[src/rtl/button_conditioner.sv]
// Six-button front end: 2-FF synchronizer, ms-tick debounce, sticky short events,
// and long-press detection on the reset/test buttons.
module button_conditioner #(
  parameter int unsigned CLK_FREQ    = 50_000_000,
  parameter int unsigned DEBOUNCE_MS = 20,
  parameter int unsigned LONG_MS     = 5000,
  parameter bit          ACTIVE_LOW  = 1'b1
) (
  input  logic       clk,
  input  logic       reset,
  input  logic [5:0] btn_raw,
  input  logic [5:0] evt_clr,
  output logic [5:0] btn_level,
  output logic [5:0] evt,
  output logic [1:0] long_evt,
  output logic       tick_ms
);

  localparam int unsigned TDIV =
    (CLK_FREQ / 1000 > 0) ? CLK_FREQ / 1000 : 1;
  localparam int unsigned TW =
    (TDIV > 1) ? $clog2(TDIV) : 1;
  localparam int unsigned DW =
    (DEBOUNCE_MS > 0) ? $clog2(DEBOUNCE_MS + 1) : 1;
  localparam int unsigned HW =
    (LONG_MS > 0) ? $clog2(LONG_MS + 1) : 1;

  localparam logic [TW-1:0] TTERM = TW'(TDIV - 1);
  localparam logic [DW-1:0] DTERM = DW'(DEBOUNCE_MS);
  localparam logic [HW-1:0] HTERM = HW'(LONG_MS);
  localparam logic [5:0]    RAW_IDLE = {6{ACTIVE_LOW}};

  typedef enum logic [1:0] {
    S_IDLE,
    S_HELD,
    S_LONG
  } hold_e;

  logic [TW-1:0] tick_q, tick_d;
  logic [5:0]    sync1_q, sync2_q, sync;
  logic [DW-1:0] db_q [6];
  logic [DW-1:0] db_d [6];
  logic [5:0]    level_q, level_d;
  logic [5:0]    prev_q;
  hold_e         st_q [2];
  hold_e         st_d [2];
  logic [HW-1:0] hc_q [2];
  logic [HW-1:0] hc_d [2];
  logic [1:0]    short_set, long_set;
  logic [5:0]    evt_q, evt_d, evt_set;
  logic [1:0]    long_q, long_d;

  assign tick_ms = (tick_q == TTERM);
  assign tick_d  = tick_ms ? '0 : tick_q + TW'(1);

  assign sync = ACTIVE_LOW ? ~sync2_q : sync2_q;

  // Counter only advances while the input disagrees with the accepted level.
  always_comb begin
    level_d = level_q;
    for (int i = 0; i < 6; i++) begin
      db_d[i] = db_q[i];
      if (sync[i] == level_q[i]) begin
        db_d[i] = '0;
      end else if (tick_ms) begin
        if (db_q[i] + DW'(1) == DTERM) begin
          level_d[i] = sync[i];
          db_d[i]    = '0;
        end else begin
          db_d[i] = db_q[i] + DW'(1);
        end
      end
    end
  end

  always_comb begin
    for (int j = 0; j < 2; j++) begin
      st_d[j]      = st_q[j];
      hc_d[j]      = hc_q[j];
      short_set[j] = 1'b0;
      long_set[j]  = 1'b0;
      unique case (st_q[j])
        S_IDLE: begin
          hc_d[j] = '0;
          if (level_q[4+j]) st_d[j] = S_HELD;
        end
        S_HELD: begin
          if (!level_q[4+j]) begin
            st_d[j]      = S_IDLE;
            short_set[j] = 1'b1;
          end else if (tick_ms) begin
            hc_d[j] = hc_q[j] + HW'(1);
            if (hc_q[j] + HW'(1) == HTERM) begin
              st_d[j]     = S_LONG;
              long_set[j] = 1'b1;
            end
          end
        end
        S_LONG: begin
          if (!level_q[4+j]) st_d[j] = S_IDLE;
        end
        default: st_d[j] = S_IDLE;
      endcase
    end
  end

  // A set in the same cycle as its clear must survive.
  assign evt_set = {short_set, level_q[3:0] & ~prev_q[3:0]};
  assign evt_d   = evt_set | (evt_q & ~evt_clr);
  assign long_d  = long_set | (long_q & ~evt_clr[5:4]);

  always_ff @(posedge clk or posedge reset) begin
    if (reset) begin
      tick_q  <= '0;
      sync1_q <= RAW_IDLE;
      sync2_q <= RAW_IDLE;
      level_q <= '0;
      prev_q  <= '0;
      evt_q   <= '0;
      long_q  <= '0;
      for (int i = 0; i < 6; i++) db_q[i] <= '0;
      for (int j = 0; j < 2; j++) begin
        st_q[j] <= S_IDLE;
        hc_q[j] <= '0;
      end
    end else begin
      tick_q  <= tick_d;
      sync1_q <= btn_raw;
      sync2_q <= sync1_q;
      level_q <= level_d;
      prev_q  <= level_q;
      evt_q   <= evt_d;
      long_q  <= long_d;
      for (int i = 0; i < 6; i++) db_q[i] <= db_d[i];
      for (int j = 0; j < 2; j++) begin
        st_q[j] <= st_d[j];
        hc_q[j] <= hc_d[j];
      end
    end
  end

  assign btn_level = level_q;
  assign evt       = evt_q;
  assign long_evt  = long_q;

endmodule

[config.mk]
export PLATFORM = sky130hd
export DESIGN_NAME = button_conditioner
export DESIGN_NICKNAME = d
export VERILOG_FILES = /design/src/rtl/button_conditioner.sv
export SDC_FILE = /design/constraint.sdc
export NUM_CORES = 1
export LEC_CHECK = 0
export ABC_AREA = 1
export CORE_MARGIN = 1
export CORE_UTILIZATION = 55
export CTS_CLUSTER_SIZE = 30
export DETAILED_ROUTE_END_ITERATION = 16
export PLACE_DENSITY = 0.74
export SETUP_SLACK_MARGIN = 0.1
export SLEW_MARGIN = 5
export SYNTH_ARGS = -nofsm -noshare
export SYNTH_HDL_FRONTEND = slang
export SYNTH_SLANG_ARGS = --single-unit
[constraint.sdc]
create_clock -name clk -period 4.6 [get_ports clk]
set_input_delay 1.38 -clock clk [delete_from_list [all_inputs] [get_ports clk]]
set_output_delay 1.38 -clock clk [all_outputs]
set_load 0.1 [all_outputs]
==> results of run 1 <==
cells by family (layout without fill, tap and decap cells):
| group | count (synthesis) | in the layout |
|---|---|---|
| AOI/OAI and AO/OA | 63 | 63 |
| xor gates and xnor gates | 32 | 32 |
| adders and majority gates | 17 | 17 |
| buffers and inverters | 93 | 130 |
| DFF | 106 | 106 |
| muxes | 1 | 1 |
| and+or+nand+nor | 359 | 359 |
cell type report:
| class | count | area share [%] |
|---|---|---|
| clock buffer | 11 | 2.489 |
| clock inverter | 5 | 0.6172 |
| inverter | 84 | 5.266 |
| multi-input combinational | 472 | 40.01 |
| sequential | 106 | 43.86 |
| tap | 133 | 2.736 |
| timing repair buffer | 30 | 5.020 |
through the flow:
step | instance area, sq um | instances | hold WS [ps] | utilization (%) | worst slack, ps
floorplan | 5487 | 671 | 345.2 | - | 451.0
global placement | 5893 | 825 | 345.8 | 60.57 | 1570
detailed placement | 5893 | 825 | 347.2 | 60.57 | 1531
CTS | 6082 | 841 | 360.9 | 62.51 | 1097
global route | 6082 | 841 | 365.0 | 62.51 | 955.6
finish | 6082 | 841 | 360.2 | 62.51 | 1138
placed cells by master (no fill, tap or decap), types with 13 or more instances in the layout:
master	n
xor2_1	28
clkdlybuf4s50_1	27
nand2_1	175
ha_1	17
dfrtp_1	94
nand4_1	13
nand3_1	77
inv_1	76
o21ai_0	30
nor2_1	68
sequential cells by signal (all words and copies together) (netlist names):
signal     flops
sync2_q        6
sync1_q        6
hc_q          26
prev_q         4
db_q          30
tick_q        16
btn_level      6
st_q           4
evt            6
long_evt       2
where the power goes:
part | internal (mW) | switching, mW | total, mW
registers | 0.941 | 0.00253 | 0.943
logic | 0.0144 | 0.0275 | 0.0420
clock network | 0.228 | 0.320 | 0.548
path summary, 6_finish.rpt:
path,startpoint,endpoint,slack [ps],depth (start not counted)
worst max register to register,tick_q[0],st_q[0],2340,11
max in group asynchronous,reset,sync2_q[0],2320,3
worst min-delay path,sync1_q[3],sync2_q[3],360,0
worst min register to register,sync1_q[3],sync2_q[3],360,0
min in group asynchronous,reset,prev_q[1],1500,2
worst max-delay path,tick_q[0],tick_ms,1140,8
critical path: cells and delay by family (launching register included):
kind          cells  cell delay (ps)
fa+ha+maj         1              210
buf+inv           4              720
flops             1              380
simple gates      3              390
metal layers:
layer / global-route usage (%) / wire [um] / up-vias
li1: - / - / 2232
met1: 28.21 / 4752 / 2125
met2: 39.24 / 5383 / 71
met3: 5.746 / 357 / 13
met4: 7.363 / 148 / 0
met5: 0 / 0 / -
==> impl_metrics.csv, run 1 <==
group,metric,value,unit
synth,yosys.area.top_type_share,42.87,%
clocking,cts.clk_slew.worst_paths,90,ps
timing,relSlewSlack,33.38,%
pwr,p_per_area,252.0,mW/mm^2
synth,async_flop_share,100.0,%
grt,grt_pass1_vias,4196,
pwr,power.total,1.533,mW
worst_setup_path,critPathSlowestCell,"dfrtp_1",
cells_and_area,fill_cells,887,
synth,synth_compound_area_share,6.773,%
timing,finalMaxSlewViolations,0,
cells_and_area,nets,734,
synth,netlist_top_cells_count,"nand2_1, dfrtp_1, inv_1, nand3_1, nor2_1",
worst_setup_path,crit_top_cell,"inv_1",
floorplan,ios,29,
timing,hold_viol_final,0,
synth,avgSynthCellArea,8.177,sq um
grt,grt_max_degree,68,
cells_and_area,area_growth,10.86,%
clocking,ctsRootBufferMaster,"clkbuf_8",
worst_setup_path,startpoint_type,"flop",
clocking,cts_tree,"yes",
worst_setup_path,crit_fanout,8,
synth,synthSimpleGateAreaFrac,28.42,%
timing,setup_violations,0,
clocking,cts_buffer_depth,2,
synth,synth.ff_latch_count,106,
min_path,hold_path_class,"flop to flop",
timing,setup_tns,0,ps
cells_and_area,drive_above_1_share,7.486,%
grt,grt_antenna_before_repair,0,
clocking,clk_latency,390,ps
drt,routed_wl,10640,um
clocking,post_cts_resized,0,
synth,synthMuxAreaShare,0.1824,%
worst_setup_path,path_cells,"ha_1 -> inv_1 -> nor2_2 -> nand2_2 -> inv_1 -> nand3_2 -> inv_1 -> buf_4",
floorplan,die-area,0.01038,sq mm
synth,ys.flop_type,"dfrtp_1",
drt,routedWlPerCell,12.65,um
drt,first_pass_iters,10,
grt,grt_pass1_wl,18420,um
synth,synth_fa_ha_area_share,3.877,%
clocking,clock_sinks,106,
synth,synth_edf_count,0,
clocking,cts_buffers,9,
timing,worst_slew_pin_slew,996.2,ps
outcome,failed_checks,"DRC",
synth,yosysSeqAreaShare,48.62,%
timing,grt_setup_unrepaired,"false",
clocking,hold_buffers,0,
drt,vias,4441,
pwr,p_leak,2.940,nW
synth,yosysTopAreaCell,"dfrtp_1",
timing,period_share,75.27,%
synth,yosysMostFrequentCell,"nand2_1",
cells_and_area,regArea,0.002668,sq mm
clocking,cts_setup_buffers,0,
outcome,status,"finished with violations",
drt,via_per_inst,5.281,
placed_design,routabilityCongestion,0.8685,
synth,synth.area.top_cells,"dfrtp_1, nand2_1, nand3_1",
timing,fin_crit,3462,ps
drt,antenna_left,0,
synth,synth_cell_type_count,35,
floorplan,die_h,101.9,um
synth,syn_nets,702,
worst_setup_path,max_stage_delay,380,ps
floorplan,core_area,0.009729,sq mm
cells_and_area,multi_input_area,0.002434,sq mm
synth,synth_top_family_by_area,"simple AND/OR/NAND/NOR gates",
timing,fmax,288.8,MHz
timing,skew,16.90,ps
drt,route.detailed.drc,1,
job,cap_violations,0,
synth,syn-instance-count,671,
floorplan,std_cell_rows,36,
grt,grt_overflow,0,
worst_setup_path,worstPathRequired,3220,ps
synth,yosysWarnings,0,
cells_and_area,diodes,0,
synth,syn_area,0.005487,sq mm
floorplan,initial_utilization,56.39,%
worst_setup_path,cp.arrival,2080,ps
placed_design,port_buffers,28,
grt,gr-usage-all-layers,22.79,%
placed_design,place_hpwl,7715,um
pwr,max-vdd-ir-drop,210.0,uV
floorplan,die_width,101.9,um
worst_setup_path,endpoint_kind,"output port",
drt,first_iter_violations,152,
synth,synthXorXnorAreaFrac,5.108,%
worst_setup_path,path_class,"flop to output port",
clocking,htree_levels,3,
Power figures use the tool's default switching activity.
==> run 2: changes to the inputs <==
==> constraint.sdc (replaced) <==
create_clock -name clk -period 3.2 [get_ports clk]
set_input_delay 0.96 -clock clk [delete_from_list [all_inputs] [get_ports clk]]
set_output_delay 0.96 -clock clk [all_outputs]
set_load 0.1 [all_outputs]
==> impl_metrics.csv, run 2 (synthesized netlist as in run 1, its figures left out) <==
group,metric,value,unit
outcome,status,"finished clean",
clocking,hold_buffers,0,
cells_and_area,diodes,0,
clocking,cts_setup_buffers,0,
min_path,min-delay-start,"sync1_q[2]",
pwr,p_comb_share,2.6,%
drt,routedWlPerCell,12.75,um
pwr,p_leak,2.990,nW
placed_design,place_hpwl,7512,um
clocking,cts.clk_slew.worst_paths,100,ps
floorplan,initial_utilization,56.39,%
floorplan,die_h,101.9,um
job,cap_violations,0,
timing,worst_slew_pin_slew,962.5,ps
worst_setup_path,endpoint_kind,"output port",
clocking,ctsRootBufferMaster,"clkbuf_8",
grt,grt_pass1_wl,18240,um
clocking,clock_sinks,106,
grt,grt_pass1_vias,4301,
timing,fin_crit,2881,ps
pwr,max-vdd-ir-drop,303.0,uV
timing,skew,20.01,ps
pwr,p_per_area,378.3,mW/mm^2
grt,gr-usage-all-layers,22.62,%
floorplan,ios,29,
timing,hold-worst-slack,347.0,ps
clocking,cts_buffers,9,
cells_and_area,largestRegisters,"db_q (30), hc_q (26), tick_q (16)",
placed_design,post-place-ws,605.7,ps
grt,grt_overflow,0,
clocking,clk_latency,390,ps
timing,hold_viol_final,0,
pwr,seqPwrFrac,58.8,%
floorplan,std_cell_rows,36,
pwr,p_sw,0.4772,mW
drt,route.detailed.drc,0,
worst_setup_path,startpoint_type,"flop",
timing,period_share,90.02,%
drt,first_pass_iters,4,
timing,worst_slack,319.5,ps
worst_setup_path,worstPathRequired,2240,ps
placed_design,port_buffers,28,
pwr,power.total,2.308,mW
grt,grt_antenna_before_repair,0,
drt,routed_wl,10730,um
drt,via_per_inst,5.273,
drt,antenna_left,0,
pwr,p_clk_share,38.7,%
worst_setup_path,cp.arrival,1920,ps
cells_and_area,nets,736,
grt,grt_max_degree,107,
floorplan,core_area,0.009729,sq mm
cells_and_area,layout_common_cells,"nand2_1, dfrtp_1, nand3_1",
timing,grt_setup_unrepaired,"false",
timing,setup_tns,0,ps
worst_setup_path,crit_fanout,8,
placed_design,routabilityCongestion,0.8965,
floorplan,die-area,0.01038,sq mm
cells_and_area,area_growth,11.17,%
cells_and_area,final_common_cell,"nand2_1",
pwr,p_int,1.831,mW
timing,finalMaxSlewViolations,0,
cells_and_area,drive_above_1_share,9.450,%
cells_and_area,largest_reg_flops,30,
pwr,switching_share,20.68,%
clocking,cts_tree,"yes",
timing,relSlewSlack,35.60,%
cells_and_area,largest-register,"db_q",
worst_setup_path,path_class,"flop to output port",
floorplan,die_width,101.9,um
cells_and_area,fill_cells,851,
drt,vias,4440,
worst_setup_path,startpoint,"tick_q[0]",
clocking,htree_levels,3,
drt,first_iter_violations,166,
min_path,hold_path_class,"flop to flop",
worst_setup_path,r2r-start,"tick_q[0]",
clocking,cts_buffer_depth,2,
timing,fmax,347.2,MHz
timing,setup_violations,0,
-- run 2: cell count changes in the layout (fill, tap and decap cells not counted) --
cell,delta
inv_1,-1
clkdlybuf4s50_1,-14
clkinv_4,-1
inv_6,-1
clkinvlp_4,-1
bufinv_16,+2
clkbuf_1,+2
buf_4,+15
clkbuf_8,-1
buf_12,+1
-- run 2: what timing repair did --
action,CTS,global route
gates resized for setup,0,2
endpoints found under the setup margin,0,1
endpoints found under the hold margin,0,0
-- run 2: worst max-delay path, stage by stage (launching register included) --
cell and delay [ps]:
dfrtp_1 390, ha_1 220, inv_1 80, nor2_2 130
nand2_2 80, inv_1 90, nand3_2 200, inv_4 170
buf_12 180
-- run 2: worst paths after layout --
check	endpoint	slack (ps)	cells after the start
worst max-delay path	tick_ms	320	8
worst min-delay path	sync2_q[2]	350	0
worst max register to register	hc_q[15]	890	9
worst min register to register	sync2_q[2]	350	0
max in group asynchronous	tick_q[6]	1710	3
min in group asynchronous	hc_q[15]	1060	3
-- run 2: layer usage --
metal | wire (um) | global-route usage, % | up-vias
met1 | 4776 | 26.08 | 2120
met3 | 376 | 6.293 | 16
li1 | - | - | 2232
met2 | 5379 | 39.92 | 72
met4 | 201 | 9.011 | 0
met5 | 0 | 0 | -
-- run 2: cell type report --
| type | count | area (sq um) | share of cell area (%) |
|---|---|---|---|
| Sequential cell | 106 | 2668 | 43.73 |
| Multi-Input combinational cell | 472 | 2434 | 39.90 |
| Inverter | 84 | 324.1 | 5.313 |
| Timing Repair Buffer | 32 | 297.8 | 4.882 |
| Tap cell | 133 | 166.4 | 2.728 |
| Clock buffer | 12 | 145.1 | 2.379 |
| Clock inverter | 3 | 65.06 | 1.067 |
-- run 2: through the flow --
step | instances | instance area (sq um) | utilization [%]
final | 842 | 6100 | 62.69
after global routing | 842 | 6100 | 62.69
after CTS | 842 | 6097 | 62.67
after detailed placement | 827 | 5887 | 60.51
after global placement | 827 | 5887 | 60.51
after floorplan | 671 | 5490 | -
-- run 2: power by group through the flow --
| stage | Clock (mW) | Combinational, mW | Sequential [mW] |
|---|---|---|---|
| floorplan | 0 | 0.0320 | 1.38 |
| global placement | 0 | 0.0614 | 1.38 |
| detailed placement | 0 | 0.0618 | 1.38 |
| CTS | 0.922 | 0.0617 | 1.36 |
| global route | 0.964 | 0.0684 | 1.36 |
| finish | 0.892 | 0.0596 | 1.36 |
